==> src/rtl/mpu_pkg.sv <==
// ============================================================================
// Module : mpu_pkg
// Brief  : Shared widths and state encoding for the MPU store path.
// Rev    : 1.0 - initial release
// ============================================================================
`default_nettype none

package mpu_pkg;

  localparam int FP              = 32;
  localparam int MBITS           = 2;
  localparam int NBITS           = 2;
  localparam int MATRIX_REG_SIZE = 3;

  typedef enum logic [2:0] {
    SEQ_IDLE    = 3'd0,
    SEQ_READ    = 3'd1,
    SEQ_CAPTURE = 3'd2,
    SEQ_SEND    = 3'd3,
    SEQ_DONE    = 3'd4
  } store_seq_state_t;

endpackage

`default_nettype wire

==> src/rtl/mpu_index_counter.sv <==
// ============================================================================
// Module : mpu_index_counter
// Brief  : Row-major (i, j) walker shared by the load and store paths.
// Rev    : 1.0 - initial release
// ============================================================================
`default_nettype none

module mpu_index_counter #(
  parameter int I_W = 3,
  parameter int J_W = 3
) (
  input  logic           clk,
  input  logic           rst,
  input  logic           clear,
  input  logic           advance,
  input  logic [J_W-1:0] n_size,
  output logic [I_W-1:0] i_idx,
  output logic [J_W-1:0] j_idx
);

  localparam logic [I_W-1:0] c_ONE_I = I_W'(1);
  localparam logic [J_W-1:0] c_ONE_J = J_W'(1);

  logic [I_W-1:0] r_i;
  logic [J_W-1:0] r_j;

  always_ff @(posedge clk or negedge rst) begin
    if (!rst) begin
      r_i <= '0;
      r_j <= '0;
    end else if (clear) begin
      r_i <= '0;
      r_j <= '0;
    end else if (advance) begin
      if (r_j == n_size - c_ONE_J) begin
        r_j <= '0;
        r_i <= r_i + c_ONE_I;
      end else begin
        r_j <= r_j + c_ONE_J;
      end
    end
  end

  assign i_idx = r_i;
  assign j_idx = r_j;

endmodule

`default_nettype wire

==> src/rtl/mpu_store_sequencer.sv <==
// ============================================================================
// Module : mpu_store_sequencer
// Brief  : Walks one matrix register row-major and streams it to memory.
// Rev    : 1.0 - initial release
// ============================================================================
`default_nettype none

module mpu_store_sequencer
  import mpu_pkg::*;
(
  input  logic                       clk,
  input  logic                       rst,
  input  logic                       store_req_in,
  input  logic [MATRIX_REG_SIZE-1:0] store_addr_in,
  output logic                       busy_out,
  output logic                       store_done_out,
  output logic                       reg_store_en_out,
  output logic [MATRIX_REG_SIZE-1:0] reg_store_addr_out,
  output logic [MBITS:0]             reg_i_store_loc_out,
  output logic [NBITS:0]             reg_j_store_loc_out,
  input  logic [MBITS:0]             reg_m_store_size_in,
  input  logic [NBITS:0]             reg_n_store_size_in,
  input  logic [FP-1:0]              reg_store_element_in,
  output logic                       mem_valid_out,
  input  logic                       mem_ready_in,
  output logic [FP-1:0]              mem_element_out,
  output logic [MBITS:0]             mem_i_out,
  output logic [NBITS:0]             mem_j_out,
  output logic [MBITS:0]             mem_m_out,
  output logic [NBITS:0]             mem_n_out,
  output logic                       mem_last_out
);

  localparam logic [MBITS:0] c_ONE_M = (MBITS+1)'(1);
  localparam logic [NBITS:0] c_ONE_N = (NBITS+1)'(1);

  store_seq_state_t r_state, w_next;

  logic [MATRIX_REG_SIZE-1:0] r_addr;
  logic [MBITS:0]             r_m_lim;
  logic [NBITS:0]             r_n_lim;
  logic                       r_first;
  logic                       r_busy, r_done, r_en, r_valid, r_last;
  logic [FP-1:0]              r_elem;
  logic [MBITS:0]             r_mem_i, r_mem_m;
  logic [NBITS:0]             r_mem_j, r_mem_n;

  logic                       w_clear, w_advance, w_zero;
  logic [MBITS:0]             w_m_lim, w_i;
  logic [NBITS:0]             w_n_lim, w_j;

  mpu_index_counter #(
    .I_W (MBITS+1),
    .J_W (NBITS+1)
  ) u_index (
    .clk     (clk),
    .rst     (rst),
    .clear   (w_clear),
    .advance (w_advance),
    .n_size  (r_n_lim),
    .i_idx   (w_i),
    .j_idx   (w_j)
  );

  // Only the sizes seen on the first capture bound the walk.
  assign w_m_lim = r_first ? reg_m_store_size_in : r_m_lim;
  assign w_n_lim = r_first ? reg_n_store_size_in : r_n_lim;
  assign w_zero  = (w_m_lim == '0) || (w_n_lim == '0);

  always_comb begin
    w_next    = r_state;
    w_clear   = 1'b0;
    w_advance = 1'b0;
    case (r_state)
      SEQ_IDLE: begin
        if (store_req_in) begin
          w_next  = SEQ_READ;
          w_clear = 1'b1;
        end
      end
      SEQ_READ:    w_next = SEQ_CAPTURE;
      SEQ_CAPTURE: w_next = w_zero ? SEQ_DONE : SEQ_SEND;
      SEQ_SEND: begin
        if (mem_ready_in) begin
          if (r_last) begin
            w_next = SEQ_DONE;
          end else begin
            w_next    = SEQ_READ;
            w_advance = 1'b1;
          end
        end
      end
      SEQ_DONE: w_next = SEQ_IDLE;
      default:  w_next = SEQ_IDLE;
    endcase
  end

  // Strobes are registered from the next state so every output is a flop.
  always_ff @(posedge clk or negedge rst) begin
    if (!rst) begin
      r_state <= SEQ_IDLE;
      r_addr  <= '0;
      r_m_lim <= '0;
      r_n_lim <= '0;
      r_first <= 1'b0;
      r_busy  <= 1'b0;
      r_done  <= 1'b0;
      r_en    <= 1'b0;
      r_valid <= 1'b0;
      r_last  <= 1'b0;
      r_elem  <= '0;
      r_mem_i <= '0;
      r_mem_j <= '0;
      r_mem_m <= '0;
      r_mem_n <= '0;
    end else begin
      r_state <= w_next;
      r_busy  <= (w_next != SEQ_IDLE);
      r_done  <= (w_next == SEQ_DONE);
      r_en    <= (w_next == SEQ_READ);
      r_valid <= (w_next == SEQ_SEND);
      if (r_state == SEQ_IDLE && store_req_in) begin
        r_addr  <= store_addr_in;
        r_first <= 1'b1;
      end
      if (r_state == SEQ_CAPTURE) begin
        r_elem  <= reg_store_element_in;
        r_mem_i <= w_i;
        r_mem_j <= w_j;
        r_mem_m <= reg_m_store_size_in;
        r_mem_n <= reg_n_store_size_in;
        r_last  <= (w_i == w_m_lim - c_ONE_M) && (w_j == w_n_lim - c_ONE_N);
        if (r_first) begin
          r_m_lim <= reg_m_store_size_in;
          r_n_lim <= reg_n_store_size_in;
          r_first <= 1'b0;
        end
      end
    end
  end

  assign busy_out            = r_busy;
  assign store_done_out      = r_done;
  assign reg_store_en_out    = r_en;
  assign reg_store_addr_out  = r_addr;
  assign reg_i_store_loc_out = w_i;
  assign reg_j_store_loc_out = w_j;
  assign mem_valid_out       = r_valid;
  assign mem_element_out     = r_elem;
  assign mem_i_out           = r_mem_i;
  assign mem_j_out           = r_mem_j;
  assign mem_m_out           = r_mem_m;
  assign mem_n_out           = r_mem_n;
  assign mem_last_out        = r_last;

endmodule

`default_nettype wire

==> config.mk <==
export PLATFORM = sky130hd
export DESIGN_NAME = mpu_store_sequencer
export DESIGN_NICKNAME = d
export VERILOG_FILES = /design/src/rtl/mpu_pkg.sv /design/src/rtl/mpu_index_counter.sv /design/src/rtl/mpu_store_sequencer.sv
export SDC_FILE = /design/constraint.sdc
export NUM_CORES = 1
export LEC_CHECK = 0
export ABC_AREA = 1
export CORE_ASPECT_RATIO = 0.5
export CORE_UTILIZATION = 41
export DETAILED_ROUTE_END_ITERATION = 10
export PLACE_DENSITY = 0.73
export SLEW_MARGIN = 40
export SYNTH_ARGS = -nofsm -noshare
export SYNTH_HDL_FRONTEND = slang
export SYNTH_SLANG_ARGS = --single-unit
==> constraint.sdc <==
create_clock -name clk -period 1.65 [get_ports clk]
set_clock_uncertainty 0.2 [all_clocks]
set_input_delay 0.165 -clock clk [delete_from_list [all_inputs] [get_ports clk]]
set_output_delay 0.165 -clock clk [all_outputs]
set_load 0.01 [all_outputs]
=== Word-level counts from Yosys, hierarchy flattened ===
Cells that the tools add are included.

* Add/subtract/negate cells: 5
* Multipliers: 0
* Div/mod/pow operators: 0
* $lt $le $gt $ge: 0
* Eq/ne operators: 9
* Shift-type cells: 0
* Mux-type cells: 21
* Bitwise gates (word level): 0
* Reduce and logical (&&, ||, !) cells: 10

{| class="wikitable"
|+ Operators with widths
! cell !! count
|-
| $mux W3 || 12
|-
| $pmux W3 S4 || 1
|-
| $eq A3 B2 Y1 const B || 3
|-
| $eq A3 B3 Y1 || 3
|-
| $logic_not A3 Y1 || 3
|-
| $sub A3 B1 Y3 const B || 3
|-
| $mux W1 || 8
|-
| $add A3 B1 Y3 const B || 2
|-
| $eq A3 B1 Y1 const B || 2
|-
| $reduce_bool A2 Y1 || 2
|-
| $eq A3 B3 Y1 const B || 1
|-
| $reduce_bool A3 Y1 || 1
|-
| $logic_and A1 B1 Y1 || 2
|-
| $reduce_and A2 Y1 || 1
|-
| $logic_or A1 B1 Y1 || 1
|}

* Bits in registers: 68
* Bits in latches: 0
* Bits in writable memories: 0
* ROM bits: 0
* Bits of input ports: 45
* Output and inout bits: 58
* Word-level logic and storage cells: 62
* Memories kept: 0

=== Logic depth before layout (Yosys ltp) ===
Gate-level depths: netlist (run 1).

* Depth after elaboration: 6
* Gate-level depth with buffers: 11

=== By module ===
A second synthesis (run 1) with hierarchy kept.

* Cell total of the unflattened synthesis: 364
* Area, all modules: 3050.4 um2

{| class="wikitable"
|+ By module, submodules not included
! module !! times used !! cells an instance !! area each (um2) !! sequential area each (um2)
|-
| mpu_store_sequencer || 1 || 306 || 2621.3 || 1551.5
|-
| mpu_index_counter || 1 || 58 || 429.2 || 150.1
|}

=== Worst setup path after synthesis (run 1) ===
No wires, ideal clock.

* Kind: reg-to-reg
* From: register r_first
* To: register r_last (netlist: mem_last_out)
* Library setup time: 0.065 ns
* Data arrival time: 1.496 ns
* Data required time: 1.385 ns
* Setup slack: -0.111 ns
* Stages on the path, launching flop included: 8
* Clock period less this slack: 1.761 ns
* Cell sequence: dfrtp_1 > buf_6 > o21ai_0 > ha_1 > xnor2_1 > nor3_1 > nand3_1 > nand2_1

* Longest elaborated chain between the ends: 4
* Elaborated cells on any way between the ends: 7
* Those cells by class: add/sub (2); eq/ne (2); mux (2); reduce/logical (1)

{| class="wikitable"
|+ Ends and longest elaborated chain
! element !! RTL line !! source
|-
| from (decl) || mpu_store_sequencer.sv:42 || <nowiki>logic r_first;</nowiki>
|-
| from (signal assigned) || mpu_store_sequencer.sv:105 || <nowiki>r_first <= 1'b0;</nowiki>
|-
| from (signal assigned) || mpu_store_sequencer.sv:124 || <nowiki>r_first <= 1'b1;</nowiki>
|-
| from (signal assigned) || mpu_store_sequencer.sv:136 || <nowiki>r_first <= 1'b0;</nowiki>
|-
| $mux W3 || - ||
|-
| $sub A3 B1 Y3 || mpu_store_sequencer.sv:132 || <nowiki>r_last <= (w_i == w_m_lim - c_ONE_M) && (w_j == w_n_lim - c_ONE_N);</nowiki>
|-
| $eq A3 B3 Y1 || mpu_store_sequencer.sv:132 ||
|-
| $logic_and A1 B1 Y1 (*) || mpu_store_sequencer.sv:132 ||
|-
| to (signal assigned) || mpu_store_sequencer.sv:132 ||
|-
| to (decl) || mpu_store_sequencer.sv:43 || <nowiki>logic r_busy, r_done, r_en, r_valid, r_last;</nowiki>
|}

Every way passes the cells marked *; elsewhere a longest branch is shown, timed or not.
A chain may end at the register's enable or synchronous reset.

=== Final worst setup path (run 1) ===
Ends and elaborated chain as after synthesis.

==> reports/summary.txt, run 1 <==
Reg2reg setup slack - -0.09 ns
Starting Density - 0.441
Max_slew headroom - 0.670
Max_cap viols - 0
TritonCTS clock tree - yes
H-tree depth - 3
Most used cell, CP - nand2_1
Ant. Diodes - 0
Failing checks - setup timing
Setup crit end - mem_last_out$_DFFE_PN0N_
Critical Path Source - r_first$_DFF_PN0_
CTS buffer count - 9
Port Buffer Count - 102
Critical-path top delay cell - dfrtp_2
Clock power share - 0.202
Post-Syn Instances - 360
Sinks on Clock Net - 68
GRT overflow - 0
Max frequency - 575 MHz
R2R depth - 9
Worst-case clock buffer depth - 2
Post-synth cell types - 28
Layout Area Growth over Synthesis - 57.2%
Detailed Place HPWL - 4990 um
Power consumption - 10.3 mW
Sequential element share of the synthesized area - 0.556
Mean post-synth cell area - 8.50 um^2
Pre-Repair DR Iteration Count - 4
Final Hold Fails - 0
GR Util All Layers - 0.200
Cell row count - 21
Worst r2r src - r_first$_DFF_PN0_
Per-cell routed wire length - 12.6 um
Unrepaired setup endpoints after global routing - yes
Setup violations, final - 7
Worst-path maximum fanout - 4
Sequential Power Share - 0.293
Largest net degree at the start of global routing - 34
Leak - 2.43 nW
Synthesized flop and latch total - 68
Cell Area, Synth - 3060 um^2
Vias in the first global route - 2566
Commonest cells after routing, fill and taps aside - 170 x nand2_1, 91 x clkdlybuf4s50_1, 61 x dfrtp_1
CP peak stage delay - 0.46 ns
Sw power - 3.91 mW
Core Area - 6940 um^2
DR vias/cell - 4.61
Initial antenna violation count - 0
Status - finished, violations left
Multi-input logic area - 1290 um^2
Placer congestion estimate - 0.756
Final min period - 1.74 ns
Final worst-path cycle share - 1.05
Required @ worst endpoint - 1.68 ns
Pwr dens - 2140 nW/um^2
Post-DP Area - 4320 um^2
Register area - 1710 um^2
Worst Hold Class - input pin to asynchronous set/reset pin
DR vias - 2671
Critical path type - flop to flop
Root buf cell - clkbuf_16
DR iter-0 viols - 149
Most common cell after layout, fill and taps aside - nand2_1
Die H - 63.1 um
Global-route wire length before repair - 11700 um
DRC Markers - 0
Clock-pin slew on the worst setup and hold paths - 0.06 ns
Int Power - 6.37 mW
FF-to-FF End - mem_last_out$_DFFE_PN0N_
Clk Latency, worst-skew pair - 0.33 ns
NumNets Final - 534
Worst setup margin - -0.0889 ns
Peak supply drop - 0.754 mV
Max-slew violations - 0
Crit-path cells - clkbuf_16, o21ai_4, ha_4, xor2_1, nand2_1, nand2_1, nor2_1, nand3_1, nand2_1
Design area - 4810 um^2
Fillcell total - 573
Combinational power share - 0.506
Die X - 124 um
Setup crit start kind - flop
Yosys warns - 0
I/O Pins - 103
Remaining antenna violation count after routing - 0
Switching share of power - 0.380
Crit end category - flop
WL final - 7320 um
Critical Path AT - 1.77 ns
Worst-margin pin slew - 0.495 ns
Post-Syn Nets - 412
Die area - 7830 um^2
Ratio of cells with drive above 1 in the final layout - 0.185
critical path: cells and delay by family, from the launching register on:
kind                     cells  cell delay (ns)
buffers and inverters        1             0.17
AND/OR/NAND/NOR              5             0.31
adder cells (fa/ha/maj)      1             0.17
XOR/XNOR                     1             0.15
AO/OA/AOI/OAI                1             0.18
flip-flops                   1             0.46
synth_stat cells (all sizes together):
| cell | number | area share |
|---|---|---|
| o31ai | 1 | 0.0025 |
| nor2 | 7 | 0.0094 |
| inv | 26 | 0.032 |
| clkbuf | 2 | 0.0029 |
| o21ai | 24 | 0.045 |
| nand2 | 183 | 0.23 |
| xnor2 | 4 | 0.011 |
| ha | 7 | 0.029 |
| o211ai | 1 | 0.0025 |
| nor3 | 1 | 0.0016 |
| clkinv | 1 | 0.0012 |
| dfrtp | 68 | 0.56 |
| nand3 | 8 | 0.020 |
| xor2 | 4 | 0.011 |
| a21oi | 3 | 0.0061 |
| buf | 13 | 0.027 |
| nand4 | 7 | 0.014 |
power groups by stage:
stage | Clock, mW | Sequential (mW) | Combinational, mW
floorplan | 0 | 3.21 | 2.44
global placement | 0 | 2.96 | 4.76
detailed placement | 0 | 2.96 | 4.86
CTS | 2.12 | 2.99 | 5.00
global route | 2.19 | 3.11 | 5.74
finish | 2.07 | 3.01 | 5.20
cells by family (layout without fill, tap and decap cells):
logic type / after synthesis / count (layout) / synth area share
fa+ha+maj: 7 / 7 / 0.0286
xor+xnor: 8 / 8 / 0.0229
flops: 68 / 68 / 0.556
simple gates: 206 / 206 / 0.273
compound gates: 29 / 29 / 0.0564
buf+inv: 42 / 169 / 0.0630
routing by layer:
layer | vias to the layer above | routed length [um] | global-route usage | part of all wire
met4 | 0 | 121 | 0.0878 | 0.017
met1 | 1236 | 3200 | 0.237 | 0.44
li1 | 1363 | - | - | -
met2 | 63 | 3630 | 0.327 | 0.50
met3 | 9 | 369 | 0.0725 | 0.050
met5 | - | 0 | 0 | 0
metrics by stage:
stage	hold WS, ns	TNS (ns)	cells	setup WS, ns	util
2_1_floorplan	-0.331	-0.00919	360	-0.00919	-
3_3_place_gp	-0.0424	-0.908	558	-0.235	0.622
3_5_place_dp	-0.0356	-1.04	558	-0.263	0.622
4_1_cts	0.128	-0.478	576	-0.101	0.679
5_1_grt	0.159	-0.897	579	-0.170	0.693
6_report	0.137	-0.338	579	-0.0889	0.693
area by class of cell:
class | instances | area share
Inverter | 27 | 0.0211
Sequential cell | 68 | 0.356
Clock inverter | 7 | 0.0206
Clock buffer | 9 | 0.0468
Tap cell | 92 | 0.0239
Multi-Input combinational cell | 250 | 0.268
Timing Repair Buffer | 126 | 0.264
flip-flops by register name, summed over array words and instances, names as in the netlist, 3 cells and up:
| register | count |
|---|---|
| r_state | 3 |
| u_index.j_idx | 3 |
| mem_m_out | 3 |
| u_index.i_idx | 3 |
| mem_n_out | 3 |
| mem_i_out | 3 |
| mem_j_out | 3 |
| r_n_lim | 3 |
| mem_element_out | 32 |
| r_m_lim | 3 |
| reg_store_addr_out | 3 |
what timing repair did:
| action | CTS | global route |
|---|---|---|
| setup endpoints to repair | 13 | 14 |
| hold buffers | 1 | 0 |
| pin swaps | 2 | 9 |
| resized for setup | 22 | 17 |
| hold endpoints to repair | 68 | 0 |
| cloned | 0 | 1 |
| setup buffers | 1 | 2 |
worst min path at each step:
stage,depth (start not counted),slack (ns),endpoint
after global placement,1,-0.04,mem_element_out[12]$_DFFE_PN0N_
after CTS,2,0.13,mem_element_out[12]$_DFFE_PN0N_
after detailed placement,1,-0.04,mem_element_out[12]$_DFFE_PN0N_
after floorplan,0,-0.33,busy_out$_DFF_PN0_
after global routing,3,0.16,mem_element_out[13]$_DFFE_PN0N_
final,2,0.14,mem_element_out[12]$_DFFE_PN0N_
Power figures use the tool's default switching activity.
==> inputs of run 2 (changes only) <==
--- a/config.mk
+++ b/config.mk
@@ -7,9 +7,9 @@
 export LEC_CHECK = 0
 export ABC_AREA = 1
 export CORE_ASPECT_RATIO = 0.5
-export CORE_UTILIZATION = 41
+export CORE_UTILIZATION = 30
 export DETAILED_ROUTE_END_ITERATION = 10
-export PLACE_DENSITY = 0.73
+export PLACE_DENSITY = 0.56
 export SLEW_MARGIN = 40
 export SYNTH_ARGS = -nofsm -noshare
 export SYNTH_HDL_FRONTEND = slang
==> run 2 against run 1 <==
The run still ends with setup timing left. Global-route usage shrank 4.3 points. Sequential share of layout area shrank 0.91 points. Sequential power shrank 2%. Combinational power grew 4.0%. Final area grew 2.4%. Fmax grew 1.5%.
==> reports/summary.txt, run 2 (synthesis gave the netlist of run 1 again) <==
Worst setup margin - -0.0624 ns (+0.0265 ns)
Final Hold Fails - 0 (unchanged)
Clock-pin slew on the worst setup and hold paths - 0.05 ns (about the same)
Largest net degree at the start of global routing - 31 (-8.8%)
Final Instance Count excl. Fillers - 631 (+9.0%)
Leak - 2.46 nW (+1.4%)
Inst Count DP - 608 (+9.0%)
DR vias - 2624 (-1.8%)
Core Area - 9670 um^2 (+39%)
Fillcell total - 871 (+52%)
Unrepaired setup endpoints after global routing - yes
Cell row count - 25 (+19%)
Setup TNS - -0.133 ns (+0.206 ns)
Setup crit start kind - flop
Required @ worst endpoint - 1.67 ns (about the same)
Ant. Diodes - 0 (unchanged)
Worst-path maximum fanout - 11 (+7)
Status - finished, violations left
Detailed Place HPWL - 5360 um (+7.3%)
Vias in the first global route - 2548 (-0.70%)
Starting Density - 0.317 (-0.125)
Layout Area Growth over Synthesis - 60.9%
Die area - 10600 um^2 (+36%)
Worst r2r src - r_first$_DFF_PN0_
Pwr dens - 2130 nW/um^2 (-0.38%)
Die H - 73.4 um (+16%)
Commonest cells after routing, fill and taps aside - 171 x nand2_1, 93 x clkdlybuf4s50_1, 64 x dfrtp_1
Peak supply drop - 0.816 mV (+8.3%)
Remaining antenna violation count after routing - 0 (unchanged)
TritonCTS clock tree - yes
I/O Pins - 103 (unchanged)
Final min period - 1.71 ns (-0.0265 ns)
Critical path type - flop to flop
Port Buffer Count - 102 (unchanged)
Initial antenna violation count - 0 (unchanged)
Pre-Repair DR Iteration Count - 4 (unchanged)
Most common cell after layout, fill and taps aside - nand2_1
GR Util All Layers - 0.157 (-0.0435)
GRT overflow - 0 (unchanged)
Worst-case clock buffer depth - 2 (unchanged)
DRC Markers - 0 (unchanged)
WL final - 7590 um (+3.8%)
Worst-margin pin slew - 0.327 ns (-0.168 ns)
H-tree depth - 3 (unchanged)
Die X - 145 um (+17%)
Global-route wire length before repair - 12400 um (+6.2%)
Critical Path AT - 1.73 ns (-0.04 ns)
Crit end category - flop
Ratio of cells with drive above 1 in the final layout - 0.185 (+0.000679)
Per-cell routed wire length - 12.0 um (-4.8%)
Max_cap viols - 0 (unchanged)
Max frequency - 584 MHz (+1.5%)
Root buf cell - clkbuf_16
Sinks on Clock Net - 68 (unchanged)
Placer congestion estimate - 0.780 (+3.1%)
DR iter-0 viols - 150 (+0.67%)
Worst Hold Class - input pin to asynchronous set/reset pin
Register area - 1710 um^2 (-0.22%)
Clk Latency, worst-skew pair - 0.33 ns (about the same)
Max-slew violations - 0 (unchanged)
Setup violations, final - 6 (-1)
Multi-input logic area - 1290 um^2 (+0.39%)
CTS buffer count - 9 (unchanged)
NumNets Final - 543 (+1.7%)
Critical Path Source - r_first$_DFF_PN0_
Failing checks - setup timing
Final worst-path cycle share - 1.04 (-0.0161)
Max_slew headroom - 0.782 (+0.112)
Max reg flops - 32 (unchanged)
Power consumption - 10.5 mW (+2.0%)
DR vias/cell - 4.16 (-9.9%)
[run 2: cell count changes in the layout (fill, tap and decap cells not counted), sizes merged]
cell           delta
buf              +10
clkbuf            +2
clkdlybuf4s50     +2
clkinvlp          -1
dlymetal6s2s      -2
inv               -2
[run 2: cell type report]
cell class | count | area share
sequential | 68 | 0.347
timing repair buffer | 135 | 0.267
multi-input combinational | 250 | 0.263
clock buffer | 12 | 0.0541
tap | 135 | 0.0343
inverter | 27 | 0.0206
clock inverter | 4 | 0.0142
[run 2: power by group]
group          total (mW)  leakage (nW)  internal [mW]  switching, mW
combinational        5.41          1.45           2.69           2.72
clock                2.13         0.169           1.44          0.689
sequential           2.95         0.848           2.46          0.491
[run 2: critical path, stage by stage, from the launching register on]
cell and delay [ns]:
dfrtp_1 0.42, buf_12 0.17, o21ai_4 0.18, ha_4 0.18
xor2_1 0.15, nand2_1 0.08, nand2_1 0.07, nor2_1 0.04
nand3_1 0.07, nand2_1 0.05
[run 2: worst paths after layout]
| path | to | slack, ns | cells past startpoint |
|---|---|---|---|
| setup reg to reg | mem_last_out$_DFFE_PN0N_ | -0.06 | 9 |
| hold / removal | mem_element_out[15]$_DFFE_PN0N_ | 0.08 | 2 |
| max in group asynchronous | mem_element_out[20]$_DFFE_PN0N_ | 0.68 | 3 |
| hold reg to reg | mem_element_out[2]$_DFFE_PN0N_ | 0.27 | 2 |
| min in group clk | reg_store_addr_out[0]$_DFFE_PN0P_ | 0.16 | 3 |
| setup / recovery | mem_last_out$_DFFE_PN0N_ | -0.06 | 9 |
[run 2: metal layers]
metal | GRT usage | up-vias | wire [um]
li1 | - | 1372 | -
met2 | 0.241 | 51 | 3450
met3 | 0.0411 | 12 | 281
met4 | 0.0772 | 0 | 141
met1 | 0.206 | 1189 | 3720
met5 | 0 | - | 0
[run 2: through the flow]
| stage | setup WS, ns | cell area, um^2 | util | hold slack (ns) |
|---|---|---|---|---|
| floorplan | -0.00919 | 3090 | - | -0.331 |
| global placement | -0.238 | 4430 | 0.458 | -0.107 |
| detailed placement | -0.255 | 4430 | 0.458 | -0.102 |
| CTS | -0.0678 | 4860 | 0.502 | 0.0806 |
| global route | -0.167 | 4920 | 0.509 | 0.104 |
| finish | -0.0624 | 4920 | 0.509 | 0.0846 |
[run 2: timing repair]
item	4_1_cts	5_1_grt
setup endpoints to repair	16	12
setup buffers	3	3
gates cloned	0	0
hold buffers	1	0
endpoints found under the hold margin	68	0
resized for setup	22	12
pin swaps	2	9
==> inputs of run 3 (changes only) <==
--- a/config.mk
+++ b/config.mk
@@ -7,9 +7,9 @@
 export LEC_CHECK = 0
 export ABC_AREA = 1
 export CORE_ASPECT_RATIO = 0.5
-export CORE_UTILIZATION = 30
+export CORE_UTILIZATION = 41
 export DETAILED_ROUTE_END_ITERATION = 10
-export PLACE_DENSITY = 0.56
+export PLACE_DENSITY = 0.73
 export SLEW_MARGIN = 40
 export SYNTH_ARGS = -nofsm -noshare
 export SYNTH_HDL_FRONTEND = slang
==> results of run 3 <==
Final layout, timing and power as in run 1 (identical DEF).
